[src/rtl/br_pkg.sv]
// Shared types and constants for the parametrised register bank.
// Latency: n/a (declarations only).
// Backpressure: n/a.
package br_pkg;

    // Clear engine states: idle, or walking the array zeroing one register per cycle.
    typedef enum logic {
        OCIOSO,
        LIMPANDO
    } estado_limpeza_t;

    localparam int BITS_PALAVRA_PADRAO = 16;

endpackage

[src/rtl/br_limpeza.sv]
// Sequential clear engine: after a Limpa request, emits one register index per cycle.
// Latency: Ocupado rises one edge after Limpa; busy for num_registros cycles.
// Backpressure: none; Limpa is ignored while busy, and callers must treat Ocupado as a write stall.
//
// Ports: clock, reset (sync, active-high), Limpa (start request) ->
//        Ocupado (engine active), idx (register being cleared this cycle), clr_en (clear strobe).
module br_limpeza
    import br_pkg::*;
#(
    parameter int end_registros = 3,
    parameter int num_registros = 8
) (
    input  logic                     clock,
    input  logic                     reset,
    input  logic                     Limpa,
    output logic                     Ocupado,
    output logic [end_registros-1:0] idx,
    output logic                     clr_en
);

    localparam logic [end_registros-1:0] ULTIMO_IDX = end_registros'(num_registros - 1);

    estado_limpeza_t estado;
    estado_limpeza_t prox_estado;
    logic [end_registros-1:0] prox_idx;

    always_ff @(posedge clock) begin
        if (reset) begin
            estado <= OCIOSO;
            idx    <= '0;
        end else begin
            estado <= prox_estado;
            idx    <= prox_idx;
        end
    end

    always_comb begin
        prox_estado = estado;
        prox_idx    = idx;
        Ocupado     = 1'b0;
        clr_en      = 1'b0;
        case (estado)
            OCIOSO: begin
                if (Limpa) begin
                    prox_estado = LIMPANDO;
                    prox_idx    = '0;
                end
            end
            LIMPANDO: begin
                Ocupado  = 1'b1;
                clr_en   = 1'b1;
                // Incrementing past the last index wraps back to 0 on its own.
                prox_idx = idx + 1'b1;
                if (idx == ULTIMO_IDX) begin
                    prox_estado = OCIOSO;
                end
            end
            default: begin
                prox_estado = OCIOSO;
            end
        endcase
    end

endmodule

[src/rtl/banco_registros_param.sv]
// Parametrised register bank: two combinational read ports, one synchronous write port, sequential clear.
// Latency: reads combinational; writes land at the next edge (same-cycle visible with BYPASS).
// Backpressure: writes presented while Ocupado are dropped and flagged on Erro_Escrita for one cycle.
//
// Ports: clock, reset (sync, active-high), Hab_Escrita/Sel_SC/E (write), Sel_SA/Sel_SB (reads),
//        Limpa (start clear) -> A, B (read data), Ocupado (clear active), Erro_Escrita (rejected write).
module banco_registros_param
    import br_pkg::*;
#(
    parameter int bits_palavra  = BITS_PALAVRA_PADRAO,
    parameter int end_registros = 3,
    parameter int num_registros = 8,
    parameter bit R0_ZERO       = 1'b1,
    parameter bit BYPASS        = 1'b1
) (
    input  logic                     clock,
    input  logic                     reset,
    input  logic                     Hab_Escrita,
    input  logic [end_registros-1:0] Sel_SA,
    input  logic [end_registros-1:0] Sel_SB,
    input  logic [end_registros-1:0] Sel_SC,
    input  logic [bits_palavra-1:0]  E,
    input  logic                     Limpa,
    output logic [bits_palavra-1:0]  A,
    output logic [bits_palavra-1:0]  B,
    output logic                     Ocupado,
    output logic                     Erro_Escrita
);

    generate
        if (num_registros != (1 << end_registros)) begin : g_checa_param
            $error("banco_registros_param: num_registros must equal 2**end_registros");
        end
    endgenerate

    logic [bits_palavra-1:0]  regs [num_registros];
    logic [end_registros-1:0] idx;
    logic                     clr_en;
    logic                     escrita_aceita;
    logic                     escrita_efetiva;

    br_limpeza #(
        .end_registros (end_registros),
        .num_registros (num_registros)
    ) u_limpeza (
        .clock   (clock),
        .reset   (reset),
        .Limpa   (Limpa),
        .Ocupado (Ocupado),
        .idx     (idx),
        .clr_en  (clr_en)
    );

    assign escrita_aceita  = Hab_Escrita && !Ocupado && !reset;
    // Accepted writes to a hard-wired zero register commit nothing, but are not errors either.
    assign escrita_efetiva = escrita_aceita && !(R0_ZERO && (Sel_SC == '0));

    // Priority: reset, then the clear engine, then the write port.
    always_ff @(posedge clock) begin
        if (reset) begin
            for (int i = 0; i < num_registros; i++) begin
                regs[i] <= '0;
            end
            Erro_Escrita <= 1'b0;
        end else begin
            Erro_Escrita <= Hab_Escrita && Ocupado;
            if (clr_en) begin
                regs[idx] <= '0;
            end else if (escrita_efetiva) begin
                regs[Sel_SC] <= E;
            end
        end
    end

    // Bypass is applied first so the R0 override below always wins.
    always_comb begin
        A = regs[Sel_SA];
        if (BYPASS && escrita_aceita && (Sel_SC == Sel_SA)) begin
            A = E;
        end
        if (R0_ZERO && (Sel_SA == '0)) begin
            A = '0;
        end
    end

    always_comb begin
        B = regs[Sel_SB];
        if (BYPASS && escrita_aceita && (Sel_SC == Sel_SB)) begin
            B = E;
        end
        if (R0_ZERO && (Sel_SB == '0)) begin
            B = '0;
        end
    end

endmodule

[config.mk]
export PLATFORM = sky130hd
export DESIGN_NAME = banco_registros_param
export DESIGN_NICKNAME = d
export VERILOG_FILES = /design/src/rtl/br_pkg.sv /design/src/rtl/br_limpeza.sv /design/src/rtl/banco_registros_param.sv
export SDC_FILE = /design/constraint.sdc
export NUM_CORES = 1
export LEC_CHECK = 0
export CELL_PAD_IN_SITES_DETAIL_PLACEMENT = 2
export CELL_PAD_IN_SITES_GLOBAL_PLACEMENT = 2
export CORE_UTILIZATION = 41
export CTS_BUF_LIST = sky130_fd_sc_hd__clkbuf_8
export DETAILED_ROUTE_END_ITERATION = 16
export GPL_ROUTABILITY_DRIVEN = 0
export GPL_TIMING_DRIVEN = 0
export PLACE_DENSITY = 0.9
export REMOVE_ABC_BUFFERS = 1
export SETUP_SLACK_MARGIN = 0.05
export SLEW_MARGIN = 20
export SYNTH_ARGS = -nofsm -noshare
export SYNTH_HDL_FRONTEND = slang
export SYNTH_SLANG_ARGS = --single-unit
export TNS_END_PERCENT = 5
[constraint.sdc]
create_clock -name clock -period 2.8 [get_ports clock]
set_clock_uncertainty 0.1 [all_clocks]
set_input_delay 0.42 -clock clock [delete_from_list [all_inputs] [get_ports clock]]
set_output_delay 0.42 -clock clock [all_outputs]
set_load 0.02 [all_outputs]
==> results of run 1 <==
-- cells by family (layout without fill, tap and decap cells) --
| kind of cell | count (synthesis) | in the layout | share of synthesized area |
|---|---|---|---|
| AOI/OAI and AO/OA | 85 | 85 | 0.0806 |
| xor gates and xnor gates | 6 | 6 | 0.00713 |
| adders and majority gates | 2 | 2 | 0.00340 |
| buffers and inverters | 50 | 119 | 0.0367 |
| DFF | 133 | 133 | 0.535 |
| muxes | 96 | 96 | 0.188 |
| other | 1 | 17 | 0.000509 |
| and+or+nand+nor | 232 | 233 | 0.148 |
-- Yosys cell counts, types with 2 or more instances --
| library cell | instances | share of area |
|---|---|---|
| xnor2_1 | 6 | 0.0071 |
| nand4_1 | 2 | 0.0017 |
| nor2_2 | 10 | 0.0085 |
| o21ai_0 | 2 | 0.0014 |
| ha_1 | 2 | 0.0034 |
| nor2_1 | 140 | 0.071 |
| buf_4 | 3 | 0.0031 |
| and4_1 | 2 | 0.0024 |
| buf_6 | 4 | 0.0061 |
| nand2_1 | 9 | 0.0046 |
| dfxtp_1 | 5 | 0.014 |
| nor3_1 | 30 | 0.020 |
| o22ai_1 | 32 | 0.027 |
| buf_2 | 33 | 0.022 |
| and2_1 | 2 | 0.0017 |
| or2_2 | 2 | 0.0017 |
| nor3b_1 | 4 | 0.0041 |
| nand2_2 | 10 | 0.0085 |
| a211oi_1 | 31 | 0.032 |
| mux2i_1 | 62 | 0.084 |
| o21ai_2 | 4 | 0.0048 |
| mux4_2 | 34 | 0.10 |
| clkbuf_1 | 10 | 0.0051 |
| nand2b_1 | 11 | 0.0093 |
| a21oi_1 | 8 | 0.0054 |
| edfxtp_1 | 128 | 0.52 |
-- state kept, by name, summed over array words and instances, names as in the netlist --
name	flops
regs	128
u_limpeza.idx	3
Erro_Escrita	1
u_limpeza.estado	1
-- critical path: cells and delay by family (launching register included) --
| family | cells | cell delay [ns] |
|---|---|---|
| buffers and inverters | 5 | 0.82 |
| AND/OR/NAND/NOR | 4 | 0.63 |
| flip-flops | 1 | 0.38 |
-- layer usage --
metal | vias to the layer above | routed length [um] | GRT usage
met5 | - | 0 | 0
met4 | 0 | 1440 | 0.189
met3 | 110 | 2190 | 0.0675
met2 | 380 | 14900 | 0.555
met1 | 3123 | 11300 | 0.399
li1 | 2435 | - | -
-- power breakdown --
part	switching [uW]	leakage, uW	internal, uW	total (uW)
registers	69.5	0.00136	2280	2350
logic	520	0.00159	310	831
clock network	865	0.000192	882	1750
-- layout make-up --
class / count / area [um^2]
Tap cell: 225 / 282
Timing Repair Buffer: 87 / 762
Clock inverter: 15 / 180
Sequential cell: 133 / 3950
Antenna cell: 1 / 2.50
Clock buffer: 17 / 234
Fill cell: 1681 / 8590
Multi-Input combinational cell: 438 / 3420
-- how the worst max path moves through the flow --
stage / from / end / slack, ns
after global routing: u_limpeza.estado / B[6] / -0.08
after floorplan: u_limpeza.estado / A[0] / 0.24
after CTS: u_limpeza.estado / B[4] / -0.12
final: u_limpeza.estado / B[6] / -0.02
after detailed placement: reset / A[14] / -2.08
after global placement: Sel_SB[2] / B[14] / -3.14
-- repair_timing --
action,in CTS,in global routing
gates cloned,2,0
pin swaps,11,5
setup buffers,12,5
endpoints found under the setup margin,256,55
resized for setup,161,66
-- stage by stage --
step / power [uW] / instance area (um^2) / instances
2_1_floorplan: 2760 / 7160 / 570
3_3_place_gp: 3130 / 8060 / 857
3_5_place_dp: 3200 / 8180 / 864
4_1_cts: 4900 / 8840 / 910
5_1_grt: 5020 / 8830 / 916
6_report: 4930 / 8830 / 916
==> run metrics, run 1 <==
max frequency=354 MHz; Worst setup SP type=flip-flop; synth warn=0; Antenna Nets Post-Route=0; via count=6,048; clock sinks=approximately 130; # rows=48; hold endpoint=u_limpeza.idx[2]; r2r startpoint=u_limpeza.estado; Clock Latency Late Sink=0.47 ns; Die ar.=18,500 um^2; Final Util=0.507; Synth Flop Type=edfxtp_1; Wirelength per Cell=32.6 um; commonest cells after routing, fill and taps aside=130 x nor2_1, 128 x edfxtp_1, 62 x mux2i_1; WP data arrival=2.30 ns; mapped cell area=between 7000 and 8000 um^2; Num CTS Buffers=17; Critical-path top delay cell=dfxtp_4; Fin. Hold Viols=0; number of synthesized flops with an enable pin=128; outcome=finished with violations; Total GRT Usage=0.332; delay of the slowest critical-path stage=0.38 ns; drc violations=0; worst slew pin tran=1.06 ns; most frequent CP cell=buf_6; worst flop-to-flop path endpoint=regs[1][12]; Setup crit end kind=primary output; PnR worst setup slack=-0.0232 ns; layout cells sized above 1=0.288; H-tree depth=4; Relative slew margins=0.294; Yosys reg bits=133; number of port buffers=62; CTS tree=yes; Hold-fix buffers, CTS=0; Max-Cap Viols=0; Max Slew Vio Count=0; Initial DRC Count=607; crit-path cells=nor3b_4 > buf_6 > buf_6 > nand4_1 > buf_6 > buf_4 > nor2_1 > nor3_1 > buf_2; Syn Inst Count=between 600 and 700; initial core utilization=0.423; Ports=between 60 and 70; VDD IR max=between 0.2 and 0.25 mV; Core Area=17,400 um^2; vias in the first global route=6,577; clk buf depth=2; final worst path period share=1.01; WP data required=2.28 ns; die span in y=about 140 um; detailed placement HPWL=17.5 mm; root buf cell=clkbuf_8; commonest non-fill, non-tap cell in the layout=nor2_1; PD cells=558 nW/um^2; synth unique cells=between 40 and 50; peak fanout along the critical path=6; P_leak=between 0.003 and 0.004 uW; first-pass GRT wire length=42.8 mm; Final min period=2.82 ns; mean post-synth cell area=12.2 um^2; WS Path Type=reg -> out; pre-CTS setup slack=-2.08 ns; R2R Setup Slk=0 ns; failing checks=setup timing; gr ovfl total=0; chip width=136 um; DR pass1 iterations=5; largest net degree at the start of global routing=29; Reg2Reg Depth=5; min-delay src=reset; Finish-stage setup viols=10; clk slew on worst S/H paths=roughly 0.080 ns; drt via density=about 6.6; RSZ-0062 raised after global routing=yes; Synth-to-Final Area Change=19.8%; final WL=about 30 mm; initial antenna violation count=1; TNS Setup=-0.0783 ns; Hold Slack=0.215 ns; Min-Delay Path Class=in -> reg; post-synthesis sequential area ratio=0.535; Final #Nets=708; Worst Hold Depth=2; ys async rst share=0
No activity file was read; power rests on OpenSTA's default activity.
==> inputs of run 2 (changes only) <==
- SKIP_LAST_GASP: default -> 1
==> run 2 against run 1 <==
  * The flow still finishes with violations (setup timing)
  * Largest cell class unchanged
  * Routed wire length up 4.2%
  * Highest routed layer unchanged
  * Via count increased by 0.26%
  * Combinational power rose by 0.6%
  * Sequential power barely moved
  * Die area unchanged
==> run metrics, run 2 (synthesis results as in run 1) <==
CTS tree=yes; Inst Count DP=864; Switching Power=1520 uW; drc violations=0; Ports=63; first-pass GRT wire length=45.1 mm; outcome=finished with violations; Int Pwr=3480 uW; Finish-stage setup viols=between 50 and 60; PD cells=565 nW/um^2; vias in the first global route=about 6.7k; Worst setup SP type=flip-flop; Clock Latency Late Sink=roughly 0.48 ns; drt via density=6.66; WP data arrival=roughly 2.5 ns; Wirelength per Cell=34.2 um; clk slew on worst S/H paths=0.08 ns; final worst path period share=1.07; Max Slew Vio Count=0; number of diodes=0; clock sinks=133; Min-Delay Path Class=in -> reg; Overall Power=5000 uW; initial antenna violation count=0; commonest non-fill, non-tap cell in the layout=nor2_1; WS Path Type=reg -> out; largest net degree at the start of global routing=29; Num CTS Buffers=17; detailed placement HPWL=17.5 mm; final WL=between 30 and 40 mm; Largest regs=regs (128), u_limpeza.idx (3); clk buf depth=2; number of flip-flops under the largest register name=128; Final Non-Filler Cells=910; Switching Share=0.304; chip width=136 um; Filler Cells Inserted=between 1.5k and 2k; gr ovfl total=0; initial core utilization=0.423; Total GRT Usage=0.354; Fin. Hold Viols=0; most flop-heavy register=regs; Final #Nets=~700; Max-Cap Viols=0; H-tree depth=4; Die ar.=18,500 um^2; worst slew pin tran=1.19 ns; root buf cell=clkbuf_8; RSZ-0062 raised after global routing=yes; WP data required=about 2.3 ns; Antenna Nets Post-Route=0; Comb pwr share=0.167; Relative slew margins=0.207; Final min period=3.01 ns; layout cells sized above 1=0.236; Clock Power Share=0.361; Initial DRC Count=601; VDD IR max=0.285 mV; die span in y=around 140 um; P_leak=0.00314 uW; Setup crit end kind=primary output; Hold Slack=0.313 ns; PnR worst setup slack=-0.207 ns; via count=slightly above 6k; part of the power in registers=0.471; DR pass1 iterations=5; commonest cells after routing, fill and taps aside=137 x nor2_1, 128 x edfxtp_1, 62 x mux2i_1; peak fanout along the critical path=15; # rows=48; number of port buffers=62; max frequency=333 MHz; Synth-to-Final Area Change=19.9%; Core Area=17,400 um^2; failing checks=setup timing
==> run 2: final timing paths <==
path	startpoint	endpoint	slack, ns	cells past startpoint
worst min-delay path	Hab_Escrita	Erro_Escrita	0.31	2
worst max-delay path	u_limpeza.estado	B[0]	-0.21	9
worst max register to register	u_limpeza.estado	regs[5][12]	-0.15	5
worst min register to register	u_limpeza.estado	u_limpeza.estado	0.48	1
==> run 2: critical path, cell delays in order, from the launching register on <==
cell	delay, ns
dfxtp_4	0.41
nor3b_4	0.20
buf_4	0.18
buf_4	0.14
nand4_1	0.22
buf_6	0.24
buf_4	0.14
nor2_1	0.09
nor3_1	0.06
dlygate4sd2_1	0.33
==> run 2: what timing repair did <==
item	4_1_cts	5_1_grt
cloned	2	0
pin swaps	11	0
endpoints found under the hold margin	0	0
resized for setup	116	5
setup buffers	12	0
endpoints found under the setup margin	256	96
hold buffers	0	0
==> run 2: power groups by stage <==
stage                     clock network, uW  logic, uW  registers [uW]
final                                  1810        836            2350
after global routing                   1860        867            2360
after CTS                              1740        809            2340
after detailed placement                  0        811            2390
after global placement                    0        770            2360
after floorplan                           0        409            2350
==> run 2: area by class of cell <==
type | count | area [um^2] | area share
Clock inverter | 15 | 180 | 0.0204
Clock buffer | 17 | 234 | 0.0265
Timing Repair Buffer | 82 | 821 | 0.0929
Tap cell | 225 | 282 | 0.0319
Multi-Input combinational cell | 438 | 3370 | 0.382
Sequential cell | 133 | 3950 | 0.447
==> run 2: metal layers <==
metal | routed length (um) | vias up | share of wire | track usage
li1 | - | 2420 | - | -
met1 | 11600 | 3115 | 0.37 | 0.414
met2 | 15600 | 424 | 0.50 | 0.600
met3 | 2400 | 105 | 0.077 | 0.0779
met4 | 1520 | 0 | 0.049 | 0.198
met5 | 0 | - | 0 | 0
==> run 2: per-stage QoR <==
stage,cell area (um^2),setup slack [ns],TNS (ns),utilization
final,8840,-0.207,-4.54,0.507
after global routing,8840,-0.289,-7.14,0.507
after CTS,8800,-0.180,-8.55,0.505
after detailed placement,8180,-2.08,-358.39,0.469
after global placement,8060,-3.14,-335.59,0.463
after floorplan,7160,0.237,0,-
